==> config.mk <==
export PLATFORM = sky130hd
export DESIGN_NAME = ram_access_ctrl
export DESIGN_NICKNAME = d
export VERILOG_FILES = /design/src/rtl/ram_access_ctrl.sv
export SDC_FILE = /design/constraint.sdc
export NUM_CORES = 1
export LEC_CHECK = 0
export CORE_UTILIZATION = 42
export CTS_CLUSTER_DIAMETER = 150
export DETAILED_ROUTE_END_ITERATION = 16
export PLACE_DENSITY = 0.79
export SYNTH_ARGS = -nofsm -noshare
export SYNTH_HDL_FRONTEND = slang
export SYNTH_SLANG_ARGS = --single-unit
export TNS_END_PERCENT = 30
==> constraint.sdc <==
create_clock -name clk -period 2.15 [get_ports clk]
set_input_delay 0.645 -clock clk [delete_from_list [all_inputs] [get_ports clk]]
set_output_delay 0.645 -clock clk [all_outputs]
set_load 0.03 [all_outputs]
==> src/rtl/ram_access_ctrl.sv <==
// ram_access_ctrl: initiator-side sequencer for the 16x8 gate-level RAM.
// Converts single-cycle valid/ready requests into SETUP / ENABLE / HOLD
// sequenced RAM drive. Read data comes back as a one-cycle response.
// A fill command walks every location writing a single value.
module ram_access_ctrl #(
  parameter int ADDR_W    = 4,
  parameter int DATA_W    = 8,
  parameter int WR_CYCLES = 2,
  parameter int RD_CYCLES = 2
) (
  input  logic              clk,
  input  logic              rst,
  input  logic              req_valid,
  output logic              req_ready,
  input  logic              req_write,
  input  logic [ADDR_W-1:0] req_addr,
  input  logic [DATA_W-1:0] req_wdata,
  input  logic              fill_start,
  input  logic [DATA_W-1:0] fill_value,
  output logic              busy,
  output logic              rsp_valid,
  output logic [DATA_W-1:0] rsp_data,
  output logic [ADDR_W-1:0] ram_address,
  output logic              ram_write_en,
  output logic              ram_read_en,
  output logic [DATA_W-1:0] ram_data_in,
  input  logic [DATA_W-1:0] ram_data_out
);

  localparam int MAX_CYC = (WR_CYCLES > RD_CYCLES) ? WR_CYCLES : RD_CYCLES;
  localparam int CNT_W   = (MAX_CYC > 1) ? $clog2(MAX_CYC) : 1;

  localparam logic [CNT_W-1:0]  WR_LAST   = CNT_W'(WR_CYCLES - 1);
  localparam logic [CNT_W-1:0]  RD_LAST   = CNT_W'(RD_CYCLES - 1);
  localparam logic [ADDR_W-1:0] ADDR_LAST = '1;

  typedef enum logic [1:0] {
    IDLE,
    SETUP,
    ENABLE,
    HOLD
  } state_t;

  typedef enum logic [1:0] {
    OP_WR,
    OP_RD,
    OP_FILL
  } op_t;

  state_t           state;
  op_t              op;
  logic [CNT_W-1:0] en_cnt;

  // ram_address and ram_data_in double as the latched operation address and
  // write data; during a fill ram_address is also the location counter.
  // Requests are only taken in IDLE, with fill_start masking them.
  assign req_ready = (state == IDLE) & ~fill_start & ~rst;

  // Single sequencing FSM: every RAM-facing and response output is registered here.
  always_ff @(posedge clk) begin
    if (rst) begin
      state        <= IDLE;
      op           <= OP_WR;
      en_cnt       <= '0;
      ram_address  <= '0;
      ram_data_in  <= '0;
      ram_write_en <= 1'b0;
      ram_read_en  <= 1'b0;
      busy         <= 1'b0;
      rsp_valid    <= 1'b0;
      rsp_data     <= '0;
    end else begin
      rsp_valid <= 1'b0;
      case (state)
        IDLE: begin
          if (fill_start) begin
            op          <= OP_FILL;
            ram_address <= '0;
            ram_data_in <= fill_value;
            state       <= SETUP;
            busy        <= 1'b1;
          end else if (req_valid) begin
            op          <= req_write ? OP_WR : OP_RD;
            ram_address <= req_addr;
            ram_data_in <= req_wdata;
            state       <= SETUP;
            busy        <= 1'b1;
          end
        end

        SETUP: begin
          state  <= ENABLE;
          en_cnt <= '0;
          if (op == OP_RD) begin
            ram_read_en <= 1'b1;
          end else begin
            ram_write_en <= 1'b1;
          end
        end

        ENABLE: begin
          if (en_cnt == ((op == OP_RD) ? RD_LAST : WR_LAST)) begin
            state        <= HOLD;
            ram_write_en <= 1'b0;
            ram_read_en  <= 1'b0;
            if (op == OP_RD) begin
              rsp_data  <= ram_data_out;
              rsp_valid <= 1'b1;
            end
          end else begin
            en_cnt <= en_cnt + CNT_W'(1);
          end
        end

        HOLD: begin
          if ((op == OP_FILL) && (ram_address != ADDR_LAST)) begin
            ram_address <= ram_address + ADDR_W'(1);
            state       <= SETUP;
          end else begin
            state <= IDLE;
            busy  <= 1'b0;
          end
        end

        default: begin
          state <= IDLE;
          busy  <= 1'b0;
        end
      endcase
    end
  end

endmodule

Word-level counts from Yosys, hierarchy flattened
Cells that the tools add are included.
{ "totals": {"register_bits": 29, "latchBits": 0, "ram_bits": 0, "romBits": 0, "input_bits": 33, "out_inout_bits": 25, "wordCells": 69, "memories": 0} }
{ "op_classes": {"addsub": 2, "multipliers": 0, "div": 0, "n_lt_le_gt_ge": 0, "n_eq_ne": 12, "shifts": 0, "mux": 26, "bitwise": 6, "reduce_logical": 13} }
{ "ops": {"columns": ["operator", "n"], "rows": [
  ["two-way mux 8 bit", 2],
  ["AND reduction 3 bit", 5],
  ["two-way mux 4 bit", 3],
  ["two-way mux 1 bit", 10],
  ["two-way mux 2 bit", 5],
  ["!= test 2 bit (second input constant)", 5],
  ["one-hot mux 1 bit (2 select lines)", 4],
  ["one-hot mux 2 bit (4 select lines)", 1],
  ["one-hot mux 4 bit (2 select lines)", 1],
  ["equality test 2 bit (second input constant)", 3],
  ["nonzero test 2 bit", 3],
  ["adder 4 x 1 -> 4 bit (second input constant)", 1],
  ["equality test 2 x 1 -> 1 bit (second input constant)", 2],
  ["!= test 4 bit (second input constant)", 1],
  ["inverter 1 bit", 4],
  ["AND reduction 2 bit", 2],
  ["!= test 3 bit (second input constant)", 1],
  ["OR reduction 3 bit", 1],
  ["bitwise AND 1 bit", 2],
  ["zero test 2 bit", 1],
  ["adder 1 bit (second input constant)", 1],
  ["logical AND 1 bit", 1]
]} }

Depth between registers and ports, before layout
{ "logic_depth": {"word_depth": 4, "depth_mapped": 7, "mapped_depth_nobuf": 6} }

Worst setup path before layout
OpenSTA, ideal clock, no wires.
{ "synth_timing": {"kind": "input to output", "from": "input port fill_start", "to": "output port req_ready", "t_arrival_ns": 1.751, "t_required_ns": 1.505, "path_slack_ns": -0.246, "cell_stages": 3, "path_buffers": 2, "path_cell_list": "buf_2 > buf_2 > nor3b_1"} }
{ "synth_via": {"elab_chain_len": 3} }
{ "synth_lines": {"columns": ["element", "line", "text"], "rows": [
  ["start: declaration", "18", "input logic fill_start,"],
  ["inverter 1 bit", "57", "assign req_ready = (state == IDLE) & ~fill_start & ~rst;"],
  ["bitwise AND 1 bit (2 in series)", "57", null],
  ["end: declaration", "14", "output logic req_ready,"]
]} }
No other way between the ends.

Final worst setup path
{ "layout_timing": {"from": "input port rst", "to": "output port req_ready"} }
{ "layout_via": {"elab_chain_len": 2} }
{ "layout_lines": {"columns": ["element", "line", "text"], "rows": [
  ["start: declaration", "12", "input logic rst,"],
  ["inverter 1 bit", "57", null],
  ["bitwise AND 1 bit", "57", null]
]} }
No other way between the ends.

==> impl_results.html <==
<table>
<tr><th>Metric</th><th>Value</th></tr>
<tr><th colspan="2">Pwr</th></tr>
<tr><td>Combinational Power Share</td><td>46.0%</td></tr>
<tr><td>Clock power share</td><td>roughly a fifth</td></tr>
<tr><td>Sequential Power Share</td><td>~33%</td></tr>
<tr><td>Fraction of power spent switching nets</td><td>between 30% and 40%</td></tr>
<tr><td>Internal Dissipation</td><td>~1.4 mW</td></tr>
<tr><td>Maximum vdd drop</td><td>approximately 0.00057 V</td></tr>
<tr><td>Net switching power of the design</td><td>0.851 mW</td></tr>
<tr><td>PD cells</td><td>approximately 1100 mW/mm^2</td></tr>
<tr><td>Leakage power summed over all cells</td><td>around 0.87 nW</td></tr>
<tr><td>Total power of the final layout</td><td>roughly 2.3 mW</td></tr>
<tr><th colspan="2">Global route</th></tr>
<tr><td>Maximum number of pins on one net before global-route repair</td><td>30</td></tr>
<tr><td>Leftover overflow at the end of global routing</td><td>0</td></tr>
<tr><td>Global-route wire length before repair</td><td>5.76 mm</td></tr>
<tr><td>Vias in the first global route</td><td>between 1000 and 1500</td></tr>
<tr><td>Total global routing track utilization</td><td>~22%</td></tr>
<tr><td>Number of antenna violations at the first check in global routing</td><td>0</td></tr>
<tr><th colspan="2">Synthesis</th></tr>
<tr><td>Number of enable-type register cells in the synthesized netlist</td><td>0</td></tr>
<tr><td>Cell area after synthesis</td><td>approximately 0.0014 mm^2</td></tr>
<tr><td>Net count of the mapped netlist</td><td>between 150 and 200</td></tr>
<tr><td>Synth Instances</td><td>~160</td></tr>
<tr><td>Post-synth top flop</td><td>sky130_fd_sc_hd__dfxtp_1</td></tr>
<tr><td>Sequential fraction of the synthesis area</td><td>42.6%</td></tr>
<tr><td>Warnings from Yosys</td><td>0</td></tr>
<tr><td>Synth cell types</td><td>33</td></tr>
<tr><td>Post-Syn Area per Cell</td><td>8.68 um^2</td></tr>
<tr><td>Number of storage elements in the synthesis netlist</td><td>29</td></tr>
<tr><td>Share of async-settable or async-resettable flops after synthesis</td><td>0%</td></tr>
<tr><th colspan="2">Run</th></tr>
<tr><td>Reported max-cap violation count</td><td>0</td></tr>
<tr><th colspan="2">Critical path</th></tr>
<tr><td>Sort of element at the start of the critical path</td><td>input pin</td></tr>
<tr><td>Highest-delay cell along the critical path</td><td>sky130_fd_sc_hd__clkdlybuf4s50_1</td></tr>
<tr><td>Termination of the worst setup path</td><td>req_ready</td></tr>
<tr><td>Cell breakdown of the critical path</td><td>clkdlybuf4s50_1, nor3b_2, buf_4</td></tr>
<tr><td>Capturing point of the worst reg2reg path</td><td>ram_address[0]</td></tr>
<tr><td>Type of element capturing the critical path</td><td>primary output</td></tr>
<tr><td>Required arrival time at the worst endpoint</td><td>roughly 1500 ps</td></tr>
<tr><td>Reg2reg setup slack</td><td>a little under 300 ps</td></tr>
<tr><td>Slowest stage delay, CP</td><td>about 460 ps</td></tr>
<tr><td>Maximum fanout along the worst path</td><td>2</td></tr>
<tr><td>Reg-to-reg startpoint</td><td>state[1]</td></tr>
<tr><td>Crit. Startpoint</td><td>rst</td></tr>
<tr><td>Arr. time, crit path</td><td>about 1500 ps</td></tr>
<tr><td>Setup Crit Path Kind</td><td>input pin to primary output</td></tr>
<tr><td>Depth of the worst register-to-register path</td><td>6</td></tr>
<tr><th colspan="2">Clock network</th></tr>
<tr><td>Clock slew at reported path FFs</td><td>around 90 ps</td></tr>
<tr><td>Clock Tree Buf Depth</td><td>2</td></tr>
<tr><td>H-tree level count</td><td>2</td></tr>
<tr><td>Total CTS buffers</td><td>5</td></tr>
<tr><td>Clock latency of the later-clocked register in the worst-skew pair</td><td>330 ps</td></tr>
<tr><td>Clk sinks</td><td>29</td></tr>
<tr><td>Clock root buffer</td><td>sky130_fd_sc_hd__clkbuf_4</td></tr>
<tr><td>CTS tree</td><td>yes</td></tr>
<tr><td>Buffers inserted by post-CTS timing repair</td><td>0</td></tr>
<tr><th colspan="2">Final layout</th></tr>
<tr><td>Antenna diode instance count</td><td>0</td></tr>
<tr><td>Fillers</td><td>around 270</td></tr>
<tr><td>Fin nets</td><td>roughly 260</td></tr>
<tr><td>Post-route insts no fill</td><td>between 200 and 300</td></tr>
<tr><td>Layout-stage area growth over the synthesis result</td><td>55.9%</td></tr>
<tr><td>Utilization after layout</td><td>a little over two thirds</td></tr>
<tr><td>Fraction of final layout cells with drive strength greater than 1</td><td>9.46%</td></tr>
<tr><td>Multi-input combinational cell area</td><td>between 700 and 800 um^2</td></tr>
<tr><td>Area taken by flip-flops and latches</td><td>around 580 um^2</td></tr>
<tr><th colspan="2">STA</th></tr>
<tr><td>Number of hold violations in the final report</td><td>0</td></tr>
<tr><td>Max frequency</td><td>approximately 480 MHz</td></tr>
<tr><td>Worst setup skew after layout</td><td>about 12 ps</td></tr>
<tr><td>RSZ-0062 raised after global routing</td><td>false</td></tr>
<tr><td>Period utilization</td><td>a little over nine tenths</td></tr>
<tr><td>Final-report setup violation count</td><td>0</td></tr>
<tr><td>Slew of the pin with the lowest slew margin</td><td>341 ps</td></tr>
<tr><td>Max transition margin</td><td>between 70 and 80%</td></tr>
<tr><td>Final max-slew violation count</td><td>0</td></tr>
<tr><td>Minimum period implied by the final worst setup slack</td><td>about 2100 ps</td></tr>
<tr><th colspan="2">Routing</th></tr>
<tr><td>DRT iter0 DRCs</td><td>56</td></tr>
<tr><td>Via density per instance</td><td>between 5 and 6</td></tr>
<tr><td>DR pass1 iterations</td><td>4</td></tr>
<tr><td>Wire per inst</td><td>between 10 and 15 um</td></tr>
<tr><td>Drt total wl</td><td>~3.5 mm</td></tr>
<tr><td>DRT antenna net count</td><td>0</td></tr>
<tr><td>Via count</td><td>1400</td></tr>
<tr><td>Post-route DRC violation count</td><td>0</td></tr>
<tr><th colspan="2">Placed design</th></tr>
<tr><td>Final weighted congestion in routability-driven placement</td><td>slightly below 0.8</td></tr>
<tr><td># port buffers</td><td>57</td></tr>
<tr><td>HPWL reported at the end of detailed placement</td><td>2.64 mm</td></tr>
<tr><td>Cells after DPL</td><td>between 200 and 300</td></tr>
<tr><th colspan="2">Floorplan</th></tr>
<tr><td>Area of the core</td><td>0.00305 mm^2</td></tr>
<tr><td>Floorplan die area</td><td>between 0.003 and 0.004 mm^2</td></tr>
<tr><td>Initial Util</td><td>about 45%</td></tr>
<tr><td>Die Span Y</td><td>a little under 60 um</td></tr>
<tr><td>Rows</td><td>20</td></tr>
<tr><td>Count of pins on the block boundary</td><td>58</td></tr>
<tr><td>Horizontal die dimension</td><td>between 50 and 60 um</td></tr>
<tr><th colspan="2">Outcome</th></tr>
<tr><td>Result of the run</td><td>complete, no violations</td></tr>
<tr><th colspan="2">Worst hold path</th></tr>
<tr><td>Worst min-delay path category</td><td>flip-flop to flip-flop</td></tr>
</table>
-- cells in the final DEF, fill, tap and decap left out, drive strengths merged, types with 3 or more instances in the layout --
cell and instances:
clkdlybuf4s50 52, dfxtp 29, nand2 18, nor2 16, a21oi 15, mux2i 11, buf 11, a211oi 10
clkbuf 7, o21ai 6, ha 5, inv 4, nor3b 4, nand2b 3, nor2b 3, nand3 3
dlymetal6s2s 3
-- layer usage --
layer  track usage (%)  wire (um)  vias up  part of all wire (%)
met5                 0          0        -                     0
met4              7.48         23        0                  0.65
met3              7.47        271        4                   7.7
met2              41.2       1880       72                    53
met1              22.6       1370      639                    39
li1                  -          -      685                     -
-- sequential cells by signal (all words and copies together), names as in the netlist --
register      flops
ram_write_en      1
state             2
rsp_valid         1
ram_address       4
busy              1
op                2
ram_read_en       1
rsp_data          8
en_cnt            1
ram_data_in       8
-- cell families (layout without fill, tap and decap cells) --
group                    after synthesis  in the layout  share of synthesized area [%]
AND/OR/NAND/NOR                       54             54                           19.7
buffers and inverters                 14             79                           4.41
AO/OA/AOI/OAI                         44             44                           20.7
adder cells (fa/ha/maj)                5              5                           4.59
multiplexers                          11             11                           8.08
flip-flops                            29             29                           42.6
-- metrics by stage --
step / worst slack [ps] / hold slack (ps) / TNS, ps / instance area, um^2
2_1_floorplan: 45.8 / 466 / 0 / 1370
3_3_place_gp: -134 / 441 / -179 / 2020
3_5_place_dp: -173 / 447 / -431 / 2020
4_1_cts: 8.28 / 461 / 0 / 2110
5_1_grt: 9.85 / 486 / 0 / 2120
6_report: 45.9 / 457 / 0 / 2120
-- worst max-delay path: cells and delay by family --
family	cells	cell delay, ps
and+or+nand+nor	1	180
buffers and inverters	2	640
-- cell type report --
type | count | share of cell area (%)
sequential | 29 | 27.3
timing repair buffer | 67 | 30.6
clock buffer | 7 | 2.59
multi-input combinational | 114 | 34.8
tap | 44 | 2.59
inverter | 4 | 0.707
clock inverter | 1 | 1.41
-- synthesized netlist by cell type, drive strengths merged, types with 3 or more instances --
cell     n  area [um^2]
dfxtp   29          581
nand2   18         67.6
nor2    16         60.1
a21oi   15         75.1
mux2i   11          110
a211oi  10         75.1
o21ai    6         30.0
buf      5         26.3
clkbuf   5         18.8
ha       5         62.6
inv      4         15.0
nor3b    4         35.0
nand2b   3         18.8
nand3    3         15.0
nor2b    3         18.8
-- what timing repair did --
action / in CTS / in global routing
hold buffers: 0 / 0
pin swaps: 0 / 0
cloned: 0 / 0
resized for setup: 2 / 4
setup endpoints to repair: 1 / 4
-- power groups by stage --
stage / logic (mW) / clock network (mW) / registers (mW)
floorplan: 0.422 / 0 / 0.951
global placement: 0.992 / 0 / 0.764
detailed placement: 1.03 / 0 / 0.769
CTS: 1.04 / 0.482 / 0.760
global route: 1.14 / 0.512 / 0.776
finish: 1.05 / 0.471 / 0.762
-- worst min-delay path by stage --
stage	start	endpoint	slack (ps)	cells past startpoint
6_report	rsp_data[3]	rsp_data[3]	460	2
5_1_grt	rsp_data[3]	rsp_data[3]	490	2
4_1_cts	rsp_data[3]	rsp_data[3]	460	2
3_5_place_dp	rsp_data[3]	rsp_data[3]	450	2
3_3_place_gp	rsp_data[5]	rsp_data[5]	440	2
2_1_floorplan	op[0]	op[0]	470	2
Power figures use the tool's default switching activity.
